[config.mk]
export PLATFORM = sky130hd
export DESIGN_NAME = cv32e40x_param_fifo
export DESIGN_NICKNAME = d
export VERILOG_FILES = /design/src/rtl/cv32e40x_param_fifo.sv
export SDC_FILE = /design/constraint.sdc
export NUM_CORES = 1
export LEC_CHECK = 0
export ABC_CLOCK_PERIOD_IN_PS = 3100
export CELL_PAD_IN_SITES_DETAIL_PLACEMENT = 0
export CELL_PAD_IN_SITES_GLOBAL_PLACEMENT = 1
export CORE_MARGIN = 5
export CORE_UTILIZATION = 45
export DETAILED_ROUTE_END_ITERATION = 12
export DONT_BUFFER_PORTS = 1
export GPL_ROUTABILITY_DRIVEN = 0
export GPL_TIMING_DRIVEN = 1
export PLACE_DENSITY_LB_ADDON = 0.05
export RECOVER_POWER = 100
export SLEW_MARGIN = 10
export SYNTH_ARGS = -nofsm -noshare
export SYNTH_HDL_FRONTEND = slang
export SYNTH_SLANG_ARGS = --single-unit
[constraint.sdc]
create_clock -name clk_i -period 3.1 [get_ports clk_i]
set_clock_uncertainty 0.15 [all_clocks]
set_input_delay 0.155 -clock clk_i [delete_from_list [all_inputs] [get_ports clk_i]]
set_output_delay 0.155 -clock clk_i [all_outputs]
set_load 0.03 [all_outputs]
[src/rtl/cv32e40x_param_fifo.sv]
// Width-parametrised valid/ready FIFO with optional fall-through, almost-full/empty
// thresholds, an occupancy high-watermark and flush / flush-but-first controls.
module cv32e40x_param_fifo #(
    parameter int unsigned DATA_W       = 32,
    parameter int unsigned DEPTH        = 4,
    parameter bit          FALL_THROUGH = 1'b0,
    parameter int unsigned AF_THRESH    = DEPTH - 1,
    parameter int unsigned AE_THRESH    = 1,
    parameter bit          RESET_MEM    = 1'b1,
    localparam int unsigned ADDR_W      = $clog2(DEPTH),
    localparam int unsigned CNT_W       = $clog2(DEPTH + 1)
) (
    input  logic              clk_i,
    input  logic              rst_ni,
    input  logic              flush_i,
    input  logic              flush_but_first_i,
    input  logic              in_valid_i,
    output logic              in_ready_o,
    input  logic [DATA_W-1:0] in_data_i,
    output logic              out_valid_o,
    input  logic              out_ready_i,
    output logic [DATA_W-1:0] out_data_o,
    output logic [CNT_W-1:0]  cnt_o,
    output logic              full_o,
    output logic              empty_o,
    output logic              almost_full_o,
    output logic              almost_empty_o,
    output logic [CNT_W-1:0]  hwm_o,
    input  logic              hwm_clr_i
);

    if (DEPTH < 2) begin : g_depth_chk
        $error("cv32e40x_param_fifo: DEPTH must be at least 2");
    end
    if (AF_THRESH > DEPTH) begin : g_af_chk
        $error("cv32e40x_param_fifo: AF_THRESH must not exceed DEPTH");
    end
    if (AE_THRESH >= DEPTH) begin : g_ae_chk
        $error("cv32e40x_param_fifo: AE_THRESH must be below DEPTH");
    end

    logic [DATA_W-1:0] mem_q [DEPTH];
    logic [ADDR_W-1:0] rd_ptr_q, rd_ptr_n;
    logic [ADDR_W-1:0] wr_ptr_q, wr_ptr_n;
    logic [CNT_W-1:0]  cnt_q, cnt_n;
    logic [CNT_W-1:0]  hwm_q, hwm_n;
    logic              empty_q, full_q;
    logic              flushing;
    logic              push, pop, bypass, write_en;

    // Pointers wrap explicitly so a non-power-of-two DEPTH works.
    function automatic logic [ADDR_W-1:0] inc_ptr(input logic [ADDR_W-1:0] ptr);
        return (ptr == ADDR_W'(DEPTH - 1)) ? '0 : ptr + ADDR_W'(1);
    endfunction

    assign empty_q  = (cnt_q == '0);
    assign full_q   = (cnt_q == CNT_W'(DEPTH));
    assign flushing = flush_i | flush_but_first_i;

    assign in_ready_o  = ~full_q & ~flushing;
    assign out_valid_o = (~empty_q | (FALL_THROUGH & in_valid_i)) & ~flushing;
    assign out_data_o  = ~empty_q     ? mem_q[rd_ptr_q] :
                         FALL_THROUGH ? in_data_i       : '0;

    assign push     = in_valid_i & in_ready_o;
    assign pop      = out_valid_o & out_ready_i;
    assign bypass   = FALL_THROUGH & empty_q & push & pop;
    assign write_en = push & ~bypass;

    assign cnt_o          = cnt_q;
    assign full_o         = full_q;
    assign empty_o        = empty_q;
    assign almost_full_o  = (cnt_q >= CNT_W'(AF_THRESH));
    assign almost_empty_o = (cnt_q <= CNT_W'(AE_THRESH));
    assign hwm_o          = hwm_q;

    always_comb begin
        // NOTE: every variable gets a default first so no path leaves it unassigned,
        // which would otherwise infer a latch.
        rd_ptr_n = rd_ptr_q;
        wr_ptr_n = wr_ptr_q;
        cnt_n    = cnt_q;
        if (flush_i) begin
            rd_ptr_n = '0;
            wr_ptr_n = '0;
            cnt_n    = '0;
        end else if (flush_but_first_i) begin
            if (!empty_q) begin
                wr_ptr_n = inc_ptr(rd_ptr_q);
                cnt_n    = CNT_W'(1);
            end
        end else if (!bypass) begin
            if (push) wr_ptr_n = inc_ptr(wr_ptr_q);
            if (pop)  rd_ptr_n = inc_ptr(rd_ptr_q);
            if (push && !pop)      cnt_n = cnt_q + CNT_W'(1);
            else if (pop && !push) cnt_n = cnt_q - CNT_W'(1);
        end
    end

    always_comb begin
        hwm_n = hwm_q;
        if (hwm_clr_i)          hwm_n = cnt_n;
        else if (cnt_n > hwm_q) hwm_n = cnt_n;
    end

    always_ff @(posedge clk_i or negedge rst_ni) begin
        // NOTE: state registers use non-blocking assignments so every flop samples
        // the pre-edge values regardless of statement order.
        if (!rst_ni) begin
            rd_ptr_q <= '0;
            wr_ptr_q <= '0;
            cnt_q    <= '0;
            hwm_q    <= '0;
        end else begin
            rd_ptr_q <= rd_ptr_n;
            wr_ptr_q <= wr_ptr_n;
            cnt_q    <= cnt_n;
            hwm_q    <= hwm_n;
        end
    end

    if (RESET_MEM) begin : g_mem_rst
        always_ff @(posedge clk_i or negedge rst_ni) begin
            if (!rst_ni) begin
                for (int i = 0; i < int'(DEPTH); i++) mem_q[i] <= '0;
            end else if (write_en) begin
                mem_q[wr_ptr_q] <= in_data_i;
            end
        end
    end else begin : g_mem_norst
        // NOTE: without a reset the array can map onto plain RAM; the empty gating on
        // out_data_o keeps unwritten contents from ever reaching the output.
        always_ff @(posedge clk_i) begin
            if (write_en) mem_q[wr_ptr_q] <= in_data_i;
        end
    end

    a_cnt_bound: assert property (@(posedge clk_i) disable iff (!rst_ni)
        cnt_q <= CNT_W'(DEPTH));
    a_no_push_full: assert property (@(posedge clk_i) disable iff (!rst_ni)
        !(push && full_q));
    a_no_pop_empty: assert property (@(posedge clk_i) disable iff (!rst_ni)
        !(pop && empty_q && !FALL_THROUGH));
    a_data_stable: assert property (@(posedge clk_i) disable iff (!rst_ni)
        (out_valid_o && !out_ready_i) |=> $stable(out_data_o));

endmodule

=== Word level (Yosys, flattened, before mapping) ===
Cells that the tools add are included.

* Register bits after elaboration: 138
* Bits in latches: 0
* Bits in writable memories: 0
* ROM bits: 0
* Bits of input ports: 39
* Output and inout bits: 44
* Logic and storage cells: 67
* Memories kept: 0

* $add $sub $neg: 4
* $mul: 0
* Div/mod/pow operators: 0
* Order comparisons: 6
* Equal/unequal tests: 5
* Shifts and indexed selects: 0
* Multiplexer cells: 23
* Bitwise operators: 10
* Reduce and logical (&&, ||, !) cells: 11

{| class="wikitable"
|+ Operator list
! kind !! number
|-
| $bwmux W128 || 1
|-
| $mux W32 || 4
|-
| $bmux W32 S2 || 1
|-
| $demux W32 S2 || 1
|-
| $mux W3 || 7
|-
| $mux W2 || 9
|-
| $ge A3 B3 Y1 const B || 2
|-
| $not A2 Y3 || 2
|-
| $add A2 B1 Y2 const B || 2
|-
| $and A1 B1 Y1 || 4
|-
| $eq A2 B2 Y1 const B || 2
|-
| $reduce_and A2 Y1 || 2
|-
| $reduce_bool A2 Y1 || 2
|-
| $add A3 B1 Y3 const B || 1
|-
| $eq A3 B3 Y1 const B || 1
|-
| $ge A3 B2 Y1 const B || 1
|-
| $gt A3 B3 Y1 || 1
|-
| $le A3 B1 Y1 const B || 1
|-
| $logic_and A1 B1 Y1 || 3
|-
| $logic_not A3 Y1 || 1
|-
| $lt A3 B1 Y1 const B || 1
|-
| $ne A3 B3 Y1 const B || 1
|-
| $not A1 Y1 || 3
|-
| $reduce_bool A3 Y1 || 1
|-
| 4 further kinds || 5
|}

=== Logic depth before layout (Yosys ltp) ===
* Depth in word-level cells: 13
* Mapped depth: 13
* Gate-level depth less buffers: 12

=== Worst setup path after synthesis ===
Ideal clock, no wire load.

* Path kind: register -> register
* From: reg cnt_q[0] (netlist: cnt_o[0])
* To: reg hwm_q[2] (netlist: hwm_o[2])
* Setup time: 0.125 ns
* Arrival time: 3.309 ns
* Data required time: 2.825 ns
* Setup slack: -0.483 ns
* Cell stages (with the launch flop): 13
* Path buffers: 1
* Period minus slack after synthesis: 3.583 ns
* Cell sequence: dfrtp_1 inv_1 ha_1 a211oi_4 and2_1 buf_6 a21oi_1 nor4_4 inv_1 ha_1 a31oi_1 a2bb2oi_1 mux2_2

* Cells in the longest elaborated chain, start to end: 12
* Elaborated cells on any way between the ends: 23
* Classes of those cells: add/sub (2); order compare (1); eq/ne (1); mux (7); bitwise (6); reduce/logical (6)

{| class="wikitable"
|+ RTL lines
! what !! RTL line !! text
|-
| start: declaration || 45 || <nowiki>logic [CNT_W-1:0] cnt_q, cnt_n;</nowiki>
|-
| start signal: assignment || 117 || <nowiki>cnt_q <= cnt_n;</nowiki>
|-
| $eq A3 B3 Y1 (*) || 57 || <nowiki>assign full_q = (cnt_q == CNT_W'(DEPTH));</nowiki>
|-
| $not A1 Y1 (*) || 60 || <nowiki>assign in_ready_o = ~full_q & ~flushing;</nowiki>
|-
| $and A1 B1 Y1 (*) || 60 ||
|-
| net in_ready_o || 18 || <nowiki>output logic in_ready_o,</nowiki>
|-
| $and A1 B1 Y1 (*) || 65 || <nowiki>assign push = in_valid_i & in_ready_o;</nowiki>
|-
| $logic_not A1 Y1 || 96 || <nowiki>else if (pop && !push) cnt_n = cnt_q - CNT_W'(1);</nowiki>
|-
| $logic_and A1 B1 Y1 || 96 ||
|-
| $mux W3 || 96 ||
|-
| $mux W3 (*) || 95 || <nowiki>if (push && !pop) cnt_n = cnt_q + CNT_W'(1);</nowiki>
|-
| $mux W3 (*) || 87 || <nowiki>end else if (flush_but_first_i) begin</nowiki>
|-
| $mux W3 (*) || 83 || <nowiki>if (flush_i) begin</nowiki>
|-
| net cnt_n[0] || 45 ||
|-
| $gt A3 B3 Y1 (*) || 103 || <nowiki>else if (cnt_n > hwm_q) hwm_n = cnt_n;</nowiki>
|-
| $reduce_bool A2 Y1 (no line) (*) || -- ||
|-
| end signal: assignment || 118 || <nowiki>hwm_q <= hwm_n;</nowiki>
|-
| end: declaration || 46 || <nowiki>logic [CNT_W-1:0] hwm_q, hwm_n;</nowiki>
|}

The timed path passes the listed nets; every way through them passes the cells marked *. The select of a mux whose other input is x is not followed.
A chain may end at the register's enable or synchronous reset.

=== Worst setup path in the final report ===
* From: reg cnt_q[1] (netlist: cnt_o[1])
* To: reg hwm_q[0] (netlist: hwm_o[0])

* Cells in the longest elaborated chain, start to end: 12
* Elaborated cells on any way between the ends: 23
* Classes of those cells: add/sub (2); order compare (1); eq/ne (1); mux (7); bitwise (6); reduce/logical (6)

{| class="wikitable"
|+ RTL lines
! what !! RTL line
|-
| $eq A3 B3 Y1 || 57
|-
| $not A1 Y1 || 60
|-
| $and A1 B1 Y1 || 60
|-
| $and A1 B1 Y1 || 65
|-
| $logic_not A1 Y1 || 96
|-
| $logic_and A1 B1 Y1 || 96
|-
| $mux W3 || 96
|-
| $mux W3 || 95
|-
| $mux W3 (*) || 87
|-
| $mux W3 (*) || 83
|-
| net cnt_n[0] || 45
|-
| $gt A3 B3 Y1 or $mux W3 (tied branches) || 103
|-
| $reduce_bool A2 Y1 (no line) or $mux W3 (tied branches) || --
|}

Marked as above.

==> run summary <==
YOSYS
------------------------------------------------------------------------------------
EDFF count, synth                                                                  0
Post-synthesis sequential area ratio                                           0.515
Number of distinct library cells after synthesis                                  39
Proportion of synthesized flip-flops having asynchronous set or reset           1.00
Mapped Area                                                             0.00671 mm^2
Number of synthesized register bits                                              138
Syn. warnings                                                                      0
Ys flop type                                                            sky130_fd_sc_hd__dfrtp_1
Gate count after technology mapping                                              443
Synthesized area per cell                                                  15.1 um^2
Post-synth net total                                                             495

RUN
------------------------------------------------------------------------------------
Reported max-cap violation count                                                   0

WORST SETUP PATH
------------------------------------------------------------------------------------
Slowest-stage cell, CP                                                  sky130_fd_sc_hd__dfrtp_2
Peak fanout along the critical path                                                8
List of cells traversed by the critical path                            inv_2 -> ha_4 -> nand2b_1 -> a2111oi_0 -> a2bb2oi_1 -> nor4_4 -> inv_1 -> ha_1 -> a31oi_1 -> a2bb2oi_2 -> mux2_4
Crit. Startpoint                                                        cnt_o[1]$_DFF_PN0_
Critical path class                                                     flop to flop
Data arrival time of the critical path                                       3.15 ns
Data required, critical path                                                 3.26 ns
Kind of start point of the critical path                                        flop
Critical path endpoint category                                                 flop
Cell type group with the largest total delay on the critical path       compound AO/OA/AOI/OAI gates
Reg-to-Reg Start                                                        cnt_o[1]$_DFF_PN0_
CP max stage delay                                                           0.41 ns
Count of buffer and inverter cells on the critical path                            2

FLOORPLANNING
------------------------------------------------------------------------------------
Number of I/O pins                                                                83
Row count                                                                         44
Die Wd                                                                        132 um
Effective utilization at floorplan                                             0.460
Die Footprint                                                            0.0174 mm^2
Die Y                                                                         132 um
Core area                                                                0.0146 mm^2

CTS
------------------------------------------------------------------------------------
Hold_buf cts                                                                      39
CTS tree                                                                         yes
Number of buffers inserted during clock tree synthesis                            17
Total number of H-tree levels                                                      4
Bufs on Longest Clock Path                                                         2
Skew-Pair Late Insertion Delay                                               0.42 ns
Clock sink count                                                                 138
Clock Pin Slew Worst Setup and Hold Paths                                    0.06 ns
Root Buffer                                                             sky130_fd_sc_hd__clkbuf_16

ROUTE
------------------------------------------------------------------------------------
Final WL                                                                     14.3 mm
Total vias in the final route                                                   3818
Antenna-violating nets left                                                        0
Count of TritonRoute iterations in the first routing pass                          4
Remaining routing DRC violations                                                   0
Routed len/inst                                                              20.9 um
Number of DRC markers in iteration 0                                             167
Average vias per placed instance                                                5.58

STA
------------------------------------------------------------------------------------
Slew margin rel.                                                               0.343
Maximum operating frequency                                                0.334 GHz
Number of pins with negative max-slew slack in the final report                    0
Unrepaired setup endpoints after global routing                                false
Post-route worst setup slack                                                0.107 ns
Min cycle time layout                                                        2.99 ns
Final Hold Slack                                                           -0.718 ns
Final Hold Fails                                                                 138
Fraction of the cycle the final worst path needs                               0.965
Least-Margin Pin Slew                                                       0.982 ns
Final setup vio count                                                              0
Summed negative setup slack over all endpoints                                  0 ns

POWER AND IR DROP
------------------------------------------------------------------------------------
Part of the total power dissipated in the clock network                        0.289
Part of the total power dissipated in sequential elements                      0.401
Static leakage                                                               3.44 nW
Worst IR Drop VDD                                                           0.465 mV
Switching fraction of total power                                              0.318
Power density relative to cell area                                      921 mW/mm^2
Sw Pwr                                                                       2.29 mW
Share of total power in combinational logic                                    0.311
Cell internal power dissipation                                              4.91 mW

FINISH
------------------------------------------------------------------------------------
Filler cell count in the final layout                                           1226
Post-route design area                                                  0.00781 mm^2
Fraction of layout instances using a drive strength above 1                    0.418
Synth-to-layout area growth                                                    16.5%
Final nets                                                                       539
Reg area                                                                0.00346 mm^2
Final cell count without fillers                                                 684
Count of antenna diodes in the layout                                              0
Multi-input logic area                                                  0.00299 mm^2
Utilization after layout                                                       0.536

GLOBAL ROUTING
------------------------------------------------------------------------------------
Via count of the first global-routing pass                                      4162
Global-route wire length before repair                                       23.3 mm
GRT Resource Usage Total                                                       0.169
Pin count of the biggest net entering global routing                             139
Antenna violations before repair                                                   0
Global route total overflow                                                        0

PLACED DESIGN
------------------------------------------------------------------------------------
Detailed placer's ending HPWL                                                8.48 mm
Count of placed standard cells including taps                                    612
Pre-CTS worst setup slack                                                  0.0972 ns
Input/output buffers                                                               0
Area post-placement                                                     0.00687 mm^2

OUTCOME
------------------------------------------------------------------------------------
Run status                                                              complete, but fails checks
Violated checks                                                          hold timing

HOLD PATH
------------------------------------------------------------------------------------
Classification of the worst-slack hold path                             primary input to async pin

metrics by stage:
stage          total power [mW]  hold WS, ns
2_1_floorplan              4.72       -0.291
3_3_place_gp               5.05       -0.283
3_5_place_dp               5.14       -0.282
4_1_cts                    7.30       -0.729
5_1_grt                    7.56       -0.741
6_report                   7.20       -0.718
per-layer routing:
| layer | wire, um | vias up | track usage |
|---|---|---|---|
| met1 | 6330 | 2031 | 0.216 |
| met4 | 151 | 0 | 0.0440 |
| li1 | - | 1715 | - |
| met3 | 710 | 13 | 0.0615 |
| met2 | 7110 | 59 | 0.274 |
| met5 | 0 | - | 0 |
worst reg2reg max path, stage by stage (launching register included):
cell                        delay (ns)
sky130_fd_sc_hd__dfrtp_2          0.41
sky130_fd_sc_hd__inv_2            0.12
sky130_fd_sc_hd__ha_4             0.21
sky130_fd_sc_hd__nand2b_1         0.06
sky130_fd_sc_hd__a2111oi_0        0.41
sky130_fd_sc_hd__a2bb2oi_1        0.29
sky130_fd_sc_hd__nor4_4           0.09
sky130_fd_sc_hd__inv_1            0.07
sky130_fd_sc_hd__ha_1             0.22
sky130_fd_sc_hd__a31oi_1          0.22
sky130_fd_sc_hd__a2bb2oi_2        0.28
sky130_fd_sc_hd__mux2_4           0.33
final timing paths:
path	to	slack [ns]	cells past startpoint
max in group asynchronous	mem_q[24]$_DFFE_PN0P_	3.36	0
worst min register to register	mem_q[42]$_DFFE_PN0P_	0.34	1
worst max register to register	hwm_o[0]$_DFFE_PN0P_	0.11	11
worst max-delay path	hwm_o[0]$_DFFE_PN0P_	0.11	11
worst min-delay path	cnt_o[1]$_DFF_PN0_	-0.72	0
min in group clk_i	cnt_o[1]$_DFF_PN0_	0.02	4
power by group through the flow:
stage / Combinational (mW) / Clock (mW) / Sequential (mW)
floorplan: 1.90 / 0 / 2.81
global placement: 2.18 / 0 / 2.87
global route: 2.42 / 2.18 / 2.96
finish: 2.24 / 2.08 / 2.88
CTS: 2.30 / 2.11 / 2.88
detailed placement: 2.24 / 0 / 2.91
flip-flops by register name (all words and copies together), names as in the netlist:
| register | count |
|---|---|
| cnt_o | 3 |
| mem_q | 128 |
| rd_ptr_q | 2 |
| wr_ptr_q | 2 |
| hwm_o | 3 |
final cells by class:
type	count	area share
Clock buffer	19	0.0554
Clock inverter	13	0.0216
Inverter	12	0.00608
Multi-Input combinational cell	265	0.383
Sequential cell	138	0.442
Tap cell	184	0.0295
Timing Repair Buffer	53	0.0621
placed cells by master (no fill, tap or decap), types with 2 or more instances in the layout:
| cell | count |
|---|---|
| sky130_fd_sc_hd__clkbuf_2 | 3 |
| sky130_fd_sc_hd__nor3_1 | 4 |
| sky130_fd_sc_hd__clkbuf_16 | 17 |
| sky130_fd_sc_hd__dfrtp_2 | 3 |
| sky130_fd_sc_hd__mux2_4 | 2 |
| sky130_fd_sc_hd__a21oi_1 | 3 |
| sky130_fd_sc_hd__dlygate4sd3_1 | 39 |
| sky130_fd_sc_hd__clkinv_2 | 2 |
| sky130_fd_sc_hd__clkbuf_1 | 7 |
| sky130_fd_sc_hd__a211oi_1 | 4 |
| sky130_fd_sc_hd__bufinv_16 | 3 |
| sky130_fd_sc_hd__inv_6 | 2 |
| sky130_fd_sc_hd__nand2_1 | 3 |
| sky130_fd_sc_hd__and2_1 | 6 |
| sky130_fd_sc_hd__mux4_2 | 32 |
| sky130_fd_sc_hd__a31oi_1 | 2 |
| sky130_fd_sc_hd__mux2_1 | 8 |
| sky130_fd_sc_hd__o211ai_1 | 2 |
| sky130_fd_sc_hd__nand2b_1 | 4 |
| sky130_fd_sc_hd__buf_4 | 3 |
| sky130_fd_sc_hd__nand2_2 | 4 |
| sky130_fd_sc_hd__nor2_1 | 8 |
| sky130_fd_sc_hd__ha_1 | 12 |
| sky130_fd_sc_hd__and2_0 | 28 |
| sky130_fd_sc_hd__inv_1 | 10 |
| sky130_fd_sc_hd__nand4b_1 | 2 |
| sky130_fd_sc_hd__nor2b_1 | 2 |
| sky130_fd_sc_hd__dfrtp_1 | 135 |
| sky130_fd_sc_hd__clkinv_4 | 5 |
| sky130_fd_sc_hd__mux2_2 | 120 |
synthesized netlist by cell type (3+ instances only):
cell type | instances | area (um^2)
sky130_fd_sc_hd__buf_6 | 13 | 146
sky130_fd_sc_hd__nand2_4 | 4 | 45.0
sky130_fd_sc_hd__a211oi_1 | 4 | 30.0
sky130_fd_sc_hd__a21oi_1 | 3 | 15.0
sky130_fd_sc_hd__mux2_2 | 121 | 1360
sky130_fd_sc_hd__ha_1 | 13 | 163
sky130_fd_sc_hd__nor3_1 | 4 | 20.0
sky130_fd_sc_hd__dfrtp_1 | 138 | 3450
sky130_fd_sc_hd__and2_1 | 34 | 213
sky130_fd_sc_hd__nand2b_1 | 4 | 25.0
sky130_fd_sc_hd__nor2_1 | 8 | 30.0
sky130_fd_sc_hd__a31oi_1 | 3 | 18.8
sky130_fd_sc_hd__nand2_1 | 3 | 11.3
sky130_fd_sc_hd__mux4_2 | 32 | 721
sky130_fd_sc_hd__buf_2 | 5 | 25.0
sky130_fd_sc_hd__mux2_4 | 6 | 90.1
sky130_fd_sc_hd__mux2_1 | 3 | 33.8
sky130_fd_sc_hd__clkbuf_1 | 9 | 33.8
sky130_fd_sc_hd__inv_1 | 12 | 45.0
cells by family after synthesis:
group | synth area share
AO/OA/AOI/OAI | 0.0259
AND/OR/NAND/NOR | 0.0638
adder cells (fa/ha/maj) | 0.0242
multiplexers | 0.331
XOR/XNOR | 0.00131
flip-flops | 0.515
buffers and inverters | 0.0394
what timing repair did:
action / 4_1_cts / 5_1_grt
setup endpoints to repair: 0 / 2
endpoints found under the hold margin: 276 / 138
gates resized for setup: 0 / 3
setup buffers: 0 / 1
Power figures use the tool's default switching activity.
